### config.mk
export PLATFORM = sky130hd
export DESIGN_NAME = capture_hold_bank
export DESIGN_NICKNAME = d
export VERILOG_FILES = /design/src/rtl/chb_pkg.sv /design/src/rtl/capture_hold_channel.sv /design/src/rtl/capture_hold_bank.sv
export SDC_FILE = /design/constraint.sdc
export NUM_CORES = 1
export LEC_CHECK = 0
export CAP_MARGIN = 20
export CORE_ASPECT_RATIO = 0.8
export CORE_MARGIN = 5
export CORE_UTILIZATION = 40
export CTS_CLUSTER_DIAMETER = 40
export DETAILED_ROUTE_END_ITERATION = 7
export PLACE_DENSITY = 0.74
export REMOVE_ABC_BUFFERS = 1
export SLEW_MARGIN = 20
export SYNTH_ARGS = -nofsm -noshare
export SYNTH_HDL_FRONTEND = slang
export SYNTH_SLANG_ARGS = --single-unit
### constraint.sdc
create_clock -name clock -period 2.44 [get_ports clock]
set_input_delay 0.244 -clock clock [delete_from_list [all_inputs] [get_ports clock]]
set_output_delay 0.244 -clock clock [all_outputs]
set_load 0.01 [all_outputs]
### src/rtl/chb_pkg.sv
// Shared encodings for the capture/hold bank: global mode and per-channel state.
package chb_pkg;

  typedef enum logic [1:0] {
    MODE_FOLLOW  = 2'b00,
    MODE_HOLD    = 2'b01,
    MODE_ONESHOT = 2'b10,
    MODE_RSVD    = 2'b11
  } mode_e;

  typedef enum logic {
    ST_ARMED  = 1'b0,
    ST_LOCKED = 1'b1
  } chan_state_e;

endpackage

### src/rtl/capture_hold_channel.sv
// One capture/hold channel: held register, one-shot ARMED/LOCKED FSM and change pulse.
//   state     | meaning
//   ST_ARMED  | next enable in ONESHOT captures data and locks
//   ST_LOCKED | value captured in ONESHOT; enable ignored until rearm or clear
module capture_hold_channel
  import chb_pkg::*;
#(
  parameter int WIDTH = 8
) (
  input  logic             clock,
  input  logic             reset_bar,
  input  logic [WIDTH-1:0] data_in,
  input  logic             enable,
  input  logic             clear,
  input  logic             rearm,
  input  logic [1:0]       mode,
  output logic [WIDTH-1:0] q_out,
  output logic             locked,
  output logic             changed
);

  mode_e            w_mode;
  chan_state_e      r_state;
  chan_state_e      w_state_next;
  logic [WIDTH-1:0] r_q;
  logic [WIDTH-1:0] w_q_next;
  logic             r_changed;

  assign w_mode = mode_e'(mode);

  // Priority clear > rearm > load; leaving ONESHOT always re-arms the channel.
  always_comb begin
    w_q_next     = r_q;
    w_state_next = r_state;
    if (clear) begin
      w_q_next     = '0;
      w_state_next = ST_ARMED;
    end else if (w_mode != MODE_ONESHOT) begin
      w_state_next = ST_ARMED;
      if (!rearm && enable && (w_mode == MODE_FOLLOW)) begin
        w_q_next = data_in;
      end
    end else if (rearm) begin
      w_state_next = ST_ARMED;
    end else if ((r_state == ST_ARMED) && enable) begin
      w_q_next     = data_in;
      w_state_next = ST_LOCKED;
    end
  end

  always_ff @(posedge clock or negedge reset_bar) begin
    if (!reset_bar) begin
      r_state   <= ST_ARMED;
      r_q       <= '0;
      r_changed <= 1'b0;
    end else begin
      r_state   <= w_state_next;
      r_q       <= w_q_next;
      r_changed <= (w_q_next != r_q);
    end
  end

  assign q_out   = r_q;
  assign locked  = (r_state == ST_LOCKED);
  assign changed = r_changed;

endmodule

### src/rtl/capture_hold_bank.sv
// Bank of independent capture/hold channels sharing one clock, reset and global mode.
module capture_hold_bank
  import chb_pkg::*;
#(
  parameter int WIDTH    = 8,
  parameter int CHANNELS = 4
) (
  input  logic                      clock,
  input  logic                      reset_bar,
  input  logic [CHANNELS*WIDTH-1:0] data_in,
  input  logic [CHANNELS-1:0]       enable,
  input  logic [CHANNELS-1:0]       clear,
  input  logic [CHANNELS-1:0]       rearm,
  input  logic [1:0]                mode,
  output logic [CHANNELS*WIDTH-1:0] q_out,
  output logic [CHANNELS-1:0]       locked,
  output logic [CHANNELS-1:0]       changed
);

  for (genvar k = 0; k < CHANNELS; k++) begin : g_chan
    capture_hold_channel #(
      .WIDTH(WIDTH)
    ) u_chan (
      .clock     (clock),
      .reset_bar (reset_bar),
      .data_in   (data_in[k*WIDTH +: WIDTH]),
      .enable    (enable[k]),
      .clear     (clear[k]),
      .rearm     (rearm[k]),
      .mode      (mode),
      .q_out     (q_out[k*WIDTH +: WIDTH]),
      .locked    (locked[k]),
      .changed   (changed[k])
    );
  end

endmodule
==> results_dict.tcl, run 1 <==
set metrics [dict create \
    outcome "completed" \
    seq_power_share_pct 43.8 \
    setup_viol 0 \
    core_area_um2 5525 \
    dieArea_um2 7432 \
    netlist_top_cells_area "dfrtp_1, mux2i_1, nand2b_1, nor2_1, buf_4" \
    period_share_pct 66.75 \
    synth_compound_area_share_pct 12.62 \
    maxSlewHeadroom_pct 38.49 \
    ir_drop_mv 0.2790 \
    drt_iter0_drc 72 \
    worst_pin_slew_ns 0.9227 \
    cts-htree-levels 2 \
    internal-power_uw 1233 \
    ctsHoldBuffers 0 \
    synth.most_common_cell "nor2_1" \
    final_core_util_pct 60.39 \
    synthArstFlopShare_pct 100.0 \
    cts_tree "built" \
    hold_violations 0 \
    synth_area_leader_cell "dfrtp_1" \
    seq_area_frac_synth_pct 43.15 \
    insertion_delay_ns 0.29 \
    synthTopCellsByCount "nor2_1, dfrtp_1, nand2b_1" \
    finalNonFillerCells 401 \
    cp-start-kind "input port" \
    portBuffers 87 \
    period_minus_slack_ns 1.629 \
    crit_required_ns 2.64 \
    hpwlAfterDp_um 4627 \
    drt-wirelength-per-cell_um 15.39 \
    end_kind "flip-flop" \
    ys_ff_latch 40 \
    track_usage_pct 17.18 \
    grt_max_degree 41 \
    synth_top_family_by_area "simple AND/OR/NAND/NOR gates" \
    postCtsSetupBuffers 0 \
    route.vias.total 2062 \
    rsz0062_at_grt "false" \
    antenna_cells 0 \
    initial_core_util_pct 41.98 \
    postSynthCellCount 241 \
    first_pass_iters 5 \
    grt_antenna_before_repair 0 \
    clock_sinks 40 \
    grt_pass1_vias 2166 \
    synth_edf_count 0 \
    drive_gt1_share_pct 4.644 \
    drc 0 \
    netlist.area_leader.share_pct 43.15 \
    worstPathMaxFanout 10 \
    ant_nets 0 \
    synthFlopType "dfrtp_1" \
    reg2reg_from "g_chan[1].u_chan.q_out[4]" \
    cts-resized-gates 0 \
    reg2regPathDepth 4 \
    synth_area_um2 2320 \
    finalSetupTns_ns 0 \
    yosys.area_share.adder_pct 0 \
    p_per_area_nw_per_um2 490.1 \
    reg2reg_slack_ns 0.85 \
    syn_area_per_cell_um2 9.625 \
    post-place-cells 393 \
    via_per_inst 5.142 \
    globalRouteOverflowTotal 0 \
    setup.worst_path.class "input port to flip-flop" \
    switching_share_pct 24.60 \
    gp_congestion 0.8215 \
    reg2reg_to "g_chan[1].u_chan.changed" \
    placementRows 24 \
    crit_arrival_ns 1.83 \
    area_delta_synth_final_pct 43.85 \
    p_clk_share_pct 36.6 \
    nets 370 \
    synthSimpleGateAreaFrac_pct 24.38 \
    p_comb_share_pct 19.6 \
    die_y_um 78.12 \
    grt_pass1_wl_um 10400 \
    synthXorXnorAreaFrac_pct 0 \
    max_freq_mhz 614.0 \
    synth_warnings 0 \
    worst_clock_skew_ns 0.002107 \
    power.switching_uw 402.3 \
    synthMuxAreaShare_pct 13.81 \
    root_buffer "clkbuf_8" \
    drt_wl_total_um 6171 \
    die_width_um 95.14 \
    min_path_type "input port to async pin" \
    clk_pin_slew_ns 0.08 \
    cellLeakagePower_uw 0.001548 \
    ctsLongestPathBuffers 2 \
    synth.distinct_cells 29 \
    numCtsBuffers 5 \
    drv_slew 0 \
    maxCapViolations 0 \
    io_pins 88 \
]
[registers in the layout (all words and copies together) (netlist names)]
name and count:
g_chan.u_chan.q_out 32, g_chan.u_chan.changed 4, g_chan.u_chan.locked 4
[how the worst max path moves through the flow]
| stage | startpoint | end |
|---|---|---|
| floorplan | g_chan[0].u_chan.q_out[4] | g_chan[0].u_chan.changed |
| global placement | mode[0] | g_chan[0].u_chan.changed |
| detailed placement | mode[0] | g_chan[1].u_chan.changed |
| CTS | mode[0] | g_chan[1].u_chan.changed |
| global route | mode[0] | g_chan[0].u_chan.changed |
| finish | mode[0] | g_chan[1].u_chan.changed |
[per-layer routing]
metal  vias to the layer above  global-route usage [%]  share of wire [%]  wire [µm]
li1                       1014                       -                  -          -
met1                       973                   22.30                 47       2889
met2                        70                   27.67                 45       2754
met3                         5                   6.119                7.9        489
met4                         0                   3.458               0.60         37
met5                         -                       0                  0          0
[through the flow]
step / power, µW / setup WS (ns) / instance area (µm²) / hold WS (ns)
after floorplan: 847.9 / 0.9567 / 2225 / -0.05159
after global placement: 1047 / 0.5365 / 3211 / 0.4347
after detailed placement: 1050 / 0.5234 / 3211 / 0.4290
after CTS: 1654 / 0.7963 / 3337 / 0.1142
after global routing: 1704 / 0.7014 / 3337 / 0.1431
final: 1635 / 0.8114 / 3337 / 0.08400
[cells by family (layout without fill, tap and decap cells)]
kind of cell	Yosys count	after routing
and+or+nand+nor	108	108
DFF	40	40
AOI/OAI and AO/OA	33	33
muxes	32	32
buffers and inverters	28	110
[final cells by class]
class                      instances  area [µm²]
multi-input combinational        173        1179
tap                               78       97.59
clock buffer                       7       96.34
clock inverter                     1       30.03
fill                             524        2188
timing repair buffer              90       888.4
sequential                        40        1001
inverter                          12       45.04
[placed cells by master, fill, tap and decap left out, types with 3 or more instances in the layout]
cell type,n
nor2b_1,3
o2111ai_1,5
nand2b_1,35
dfrtp_1,40
mux2i_1,32
o41ai_2,3
a222oi_1,3
clkdlybuf4s50_1,86
o221ai_1,4
inv_1,12
o31ai_1,3
nor4b_1,3
buf_4,3
a21boi_0,4
clkbuf_8,7
nor2_1,44
nand4_1,3
o31a_1,3
nand3_1,4
a21oi_1,3
nand2_1,4
or4_1,4
nor4_1,7
[power groups by stage]
stage                     clock (µW)  sequential [µW]  combinational [µW]
final                            599              716                 321
after global routing             632              720                 352
after CTS                        614              716                 324
after detailed placement           0              728                 322
after global placement             0              729                 318
after floorplan                    0              737                 110
[worst max-delay path, stage by stage]
cell,delay (ns)
clkdlybuf4s50_1,0.50
nor2_1,0.14
nand3_1,0.43
o31a_1,0.45
o31ai_1,0.06
(Power assumes the default switching activity.)
==> inputs of run 2 (changes only) <==
Settings changed: PLACE_DENSITY 0.74 to 0.77.
Clock period 2.44 ns to 1.4 ns, I/O delays scaled along.
==> results_dict.tcl, run 2 (synthesized netlist as in run 1, its figures left out) <==
set metrics [dict create \
    outcome "finished with violations" \
    violations "negative setup slack" \
    io_pins 88 \
    dieArea_um2 7432 \
    drc 0 \
    finalSetupTns_ns -0.3527 \
    power.switching_uw 707.5 \
    placementRows 24 \
    clk_pin_slew_ns 0.08 \
    crit_required_ns 1.56 \
    max_freq_mhz 652.2 \
    grt_pass1_wl_um 11020 \
    end_kind "flip-flop" \
    ir_drop_mv 0.5489 \
    min_path_type "input port to async pin" \
    cp-start-kind "flip-flop" \
    reg2reg_to "g_chan[2].u_chan.changed" \
    maxCapViolations 0 \
    setup.worst_path.class "flip-flop to flip-flop" \
    drt-wirelength-per-cell_um 14.56 \
    worstPathMaxFanout 2 \
    grt_max_degree 26 \
    p_clk_share_pct 29.0 \
    reg2reg_from "g_chan[2].u_chan.q_out[4]" \
    grt_pass1_vias 2392 \
    maxSlewHeadroom_pct 72.70 \
    cp_num_cells 4 \
    reg2regPathDepth 4 \
    p_per_area_nw_per_um2 715.7 \
    first_pass_iters 4 \
    via_per_inst 5.052 \
    initial_core_util_pct 41.98 \
    drt_iter0_drc 88 \
    power_uw 2710 \
    die_y_um 78.12 \
    period_share_pct 109.5 \
    die_width_um 95.14 \
    insertion_delay_ns 0.28 \
    drive_gt1_share_pct 20.21 \
    cpLargestDelayFamily "simple AND/OR/NAND/NOR gates" \
    finalNonFillerCells 459 \
    track_usage_pct 18.33 \
    final_common_cell "clkdlybuf4s50_1" \
    rsz0062_at_grt "true" \
    worst_clock_skew_ns 0.001965 \
    post-place-cells 437 \
    period_minus_slack_ns 1.533 \
    startpoint "g_chan[2].u_chan.q_out[4]" \
    hold_ws_ns 0.3191 \
    p_comb_share_pct 25.7 \
    switching_share_pct 26.11 \
    worst_slack_ns -0.1332 \
    slowest_delay_ns 0.56 \
    cts_tree "built" \
    portBuffers 87 \
    drv_slew 0 \
    area_delta_synth_final_pct 63.21 \
    seq_power_share_pct 45.3 \
    hpwlAfterDp_um 5119 \
    slowest_stage "or4_4" \
    ant_nets 0 \
    ctsLongestPathBuffers 2 \
    root_buffer "clkbuf_8" \
    internal-power_uw 2002 \
    setup_viol 3 \
    gp_congestion 0.9028 \
    nets 428 \
    worst_pin_slew_ns 0.4094 \
    crit_buf_inv 0 \
    largest_reg_flops 32 \
    route.vias.total 2319 \
    globalRouteOverflowTotal 0 \
    drt_wl_total_um 6681 \
    grt_antenna_before_repair 0 \
    clock_sinks 40 \
    crit_arrival_ns 1.69 \
    antenna_cells 0 \
    reg2reg_slack_ns -0.13 \
    numCtsBuffers 5 \
    num-fill-cells 470 \
    core_area_um2 5525 \
    crit_end "g_chan[2].u_chan.changed" \
    layout_common_cells "clkdlybuf4s50_1, buf_4, nor2_1, dfrtp_1, nand2b_1" \
    cts-htree-levels 2 \
    crit_path_cell_trace "or4_4 -> o41ai_4 -> o31a_1 -> o31ai_1" \
    hold_violations 0 \
    cellLeakagePower_uw 0.001998 \
]
-- run 2: timing repair --
action	CTS	global route
hold buffers	1	0
endpoints found under the hold margin	15	0
setup buffers	13	0
resized for setup	24	5
endpoints found under the setup margin	36	8
pin swaps	0	1
-- run 2: area by class of cell --
| cell class | instances | area, µm² | area share [%] |
|---|---|---|---|
| well taps | 78 | 97.59 | 2.578 |
| clock buffers | 6 | 82.58 | 2.181 |
| repair buffers | 148 | 1338 | 35.33 |
| clock inverters | 2 | 10.01 | 0.2644 |
| flip-flops and latches | 40 | 1001 | 26.44 |
| inverters | 12 | 45.04 | 1.190 |
| multi-input cells | 173 | 1212 | 32.02 |
-- run 2: stage by stage --
| step | setup slack (ns) | area [µm²] | util (%) |
|---|---|---|---|
| floorplan | -0.08334 | 2225 | - |
| global placement | -0.1332 | 3566 | 64.54 |
| detailed placement | -0.1874 | 3566 | 64.54 |
| CTS | -0.1209 | 3765 | 68.14 |
| global route | -0.1913 | 3786 | 68.52 |
| finish | -0.1332 | 3786 | 68.52 |
-- run 2: worst min-delay path by stage --
stage	startpoint	endpoint	slack, ns	depth (start not counted)
after detailed placement	reset_bar	g_chan[2].u_chan.changed	0.09	1
after global routing	reset_bar	g_chan[0].u_chan.q_out[2]	0.34	2
after floorplan	reset_bar	g_chan[0].u_chan.changed	-0.16	0
after global placement	reset_bar	g_chan[2].u_chan.changed	0.09	1
after CTS	reset_bar	g_chan[0].u_chan.q_out[2]	0.33	2
final	reset_bar	g_chan[2].u_chan.changed	0.32	2
-- run 2: worst reg2reg max path, delay by kind of cell (launching register included) --
| kind | cells | cell delay, ns |
|---|---|---|
| simple gates | 1 | 0.56 |
| flops | 1 | 0.39 |
| compound gates | 3 | 0.46 |
-- run 2: power groups by stage --
| stage | combinational [µW] | clock [µW] | sequential, µW |
|---|---|---|---|
| finish | 695 | 786 | 1230 |
| detailed placement | 659 | 0 | 1260 |
| CTS | 694 | 823 | 1230 |
| global route | 752 | 874 | 1240 |
| floorplan | 193 | 0 | 1290 |
| global placement | 651 | 0 | 1260 |
-- run 2: per-layer routing --
layer	global-route usage [%]	share of wire, %	up-vias
met5	0	0	-
met4	3.314	0.93	0
met2	32.42	48	69
met1	23.16	45	1110
li1	-	-	1134
met3	3.824	6.4	6
==> inputs of run 3 (changes only) <==
--- a/config.mk
+++ b/config.mk
@@ -13,3 +13,3 @@
 export DETAILED_ROUTE_END_ITERATION = 7
-export PLACE_DENSITY = 0.77
+export DONT_BUFFER_PORTS = 1
 export REMOVE_ABC_BUFFERS = 1
@@ -19 +19,2 @@
 export SYNTH_SLANG_ARGS = --single-unit
+export TNS_END_PERCENT = 50
==> constraint.sdc (replaced) <==
create_clock -name clock -period 1.4 [get_ports clock]
set_input_delay 0.35 -clock clock [delete_from_list [all_inputs] [get_ports clock]]
set_output_delay 0.35 -clock clock [all_outputs]
set_load 0.01 [all_outputs]
==> results_dict.tcl, run 3 (synthesized netlist as in run 1, its figures left out) <==
set metrics [dict create \
    end_kind "flip-flop" \
    reg2reg_from "g_chan[2].u_chan.q_out[4]" \
    stdcell_area_um2 2695 \
    die_y_um 78.12 \
    worst_clock_skew_ns 0.003863 \
    first_pass_iters 6 \
    grt_antenna_before_repair 0 \
    busiest_layer "met2" \
    nets 312 \
    reg2regPathDepth 4 \
    clk_pin_slew_ns 0.08 \
    layout_common_cells "nor2_1, dfrtp_1, nand2b_1, mux2i_1, buf_4" \
    globalRouteOverflowTotal 0 \
    grt_max_degree 41 \
    p_per_area_nw_per_um2 857.5 \
    period_share_pct 107.6 \
    clock_sinks 40 \
    crit_required_ns 1.56 \
    finalSetupTns_ns -0.2692 \
    grt_pass1_wl_um 9328 \
    pre_cts_ws_ns -0.08460 \
    rsz0062_at_grt "true" \
    grt_pass1_vias 1786 \
    maxCapViolations 0 \
    cts_tree "built" \
    drv_slew 0 \
    placementRows 24 \
    startpoint "g_chan[2].u_chan.q_out[4]" \
    die_width_um 95.14 \
    cts-htree-levels 2 \
    portBuffers 0 \
    hpwlAfterDp_um 4563 \
    drt_iter0_drc 58 \
    worstPathMaxFanout 2 \
    min_path_type "input port to flip-flop" \
    numCtsBuffers 5 \
    setup.worst_path.class "flip-flop to flip-flop" \
    via_per_inst 5.406 \
    final_common_cell "nor2_1" \
    worst_slack_ns -0.1060 \
    outcome "finished with violations" \
    cellLeakagePower_uw 0.001364 \
    gp_congestion 0.7878 \
    drive_gt1_share_pct 17.42 \
    dieArea_um2 7432 \
    worst_pin_slew_ns 0.3163 \
    post-place-cells 333 \
    io_pins 88 \
    setup_viol 3 \
    route.vias.total 1849 \
    ctsLongestPathBuffers 2 \
    drt_wl_total_um 5798 \
    cp-start-kind "flip-flop" \
    grtUsageMet2_pct 23.20 \
    hold_ws_ns 0.1217 \
    drt-wirelength-per-cell_um 16.95 \
    maxSlewHeadroom_pct 78.91 \
    worstHoldStart "clear[2]" \
    hold_violations 0 \
    core_area_um2 5525 \
    area_delta_synth_final_pct 16.18 \
    dpl-instance-area_um2 2547 \
    use_met3_pct 7.648 \
    initial_core_util_pct 41.98 \
    root_buffer "clkbuf_8" \
    period_minus_slack_ns 1.506 \
    crit_arrival_ns 1.66 \
    max_freq_mhz 664.0 \
    track_usage_pct 15.74 \
    gr-usage-met1_pct 21.23 \
    drc 0 \
    ant_nets 0 \
    violations "negative setup slack" \
    insertion_delay_ns 0.28 \
    largest_reg_flops 32 \
    ir_drop_mv 0.4471 \
    antenna_cells 0 \
    finalNonFillerCells 342 \
    whs_path_depth 1 \
]
==> run 3: changes by cell type in the layout (fill, tap and decap cells not counted) <==
| cell | before | now |
|---|---|---|
| clkinv_2 | 2 | 1 |
| dlygate4sd2_1 | 19 | 0 |
| or4_4 | 4 | 3 |
| buf_4 | 58 | 30 |
| clkbuf_8 | 6 | 5 |
| nand3_1 | 4 | 2 |
| dlymetal6s2s_1 | 4 | 0 |
| buf_12 | 2 | 1 |
| buf_2 | 1 | 0 |
| or4_1 | 0 | 1 |
| clkdlybuf4s50_1 | 63 | 0 |
| clkbuf_1 | 0 | 1 |
| nand3_2 | 0 | 2 |
==> run 3: stage by stage <==
step | total power, µW | util, %
6_report | 2311 | 48.78
5_1_grt | 2457 | 48.78
4_1_cts | 2347 | 48.26
3_5_place_dp | 1570 | 46.11
3_3_place_gp | 1567 | 46.11
2_1_floorplan | 1478 | -
==> run 3: worst paths after layout <==
| check | endpoint | slack (ns) |
|---|---|---|
| setup / recovery | g_chan[2].u_chan.changed | -0.11 |
| hold / removal | g_chan[2].u_chan.q_out[7] | 0.12 |
| setup reg to reg | g_chan[2].u_chan.changed | -0.11 |
| hold reg to reg | g_chan[3].u_chan.changed | 0.58 |
| max in group asynchronous | g_chan[0].u_chan.locked | 0.66 |
| min in group asynchronous | g_chan[2].u_chan.q_out[0] | 0.52 |
==> run 3: critical path, cell delays in order, from the launching register on <==
cell	delay, ns
dfrtp_1	0.38
or4_4	0.54
o41ai_4	0.21
o31a_1	0.18
o31ai_1	0.07
==> run 3: routing by layer <==
layer / share of wire [%] / wire length (µm) / vias to the layer above
li1: - / - / 899
met1: 43 / 2507 / 877
met2: 44 / 2552 / 71
met3: 12 / 721 / 2
met4: 0.28 / 16 / 0
met5: 0 / 0 / -
==> run 3: area by class of cell <==
| class | count | area (µm²) |
|---|---|---|
| fillers | 534 | 2830 |
| multi-input cells | 173 | 1219 |
| flip-flops and latches | 40 | 1001 |
| repair buffers | 32 | 255.2 |
| well taps | 78 | 97.59 |
| clock buffers | 6 | 72.57 |
| inverters | 12 | 45.04 |
| clock inverters | 1 | 5.005 |
==> run 3: report_power, final <==
part | internal (µW) | switching [µW] | total [µW] | leakage, µW
sequential | 1200 | 54.3 | 1260 | 0.000547
combinational | 177 | 160 | 337 | 0.000776
clock | 339 | 378 | 718 | 0.0000410
==> run 3: timing repair <==
item | in CTS | in global routing
hold endpoints to repair | 40 | 0
setup endpoints to repair | 4 | 7
hold buffers | 2 | 0
setup buffers | 0 | 0
resized for setup | 2 | 5
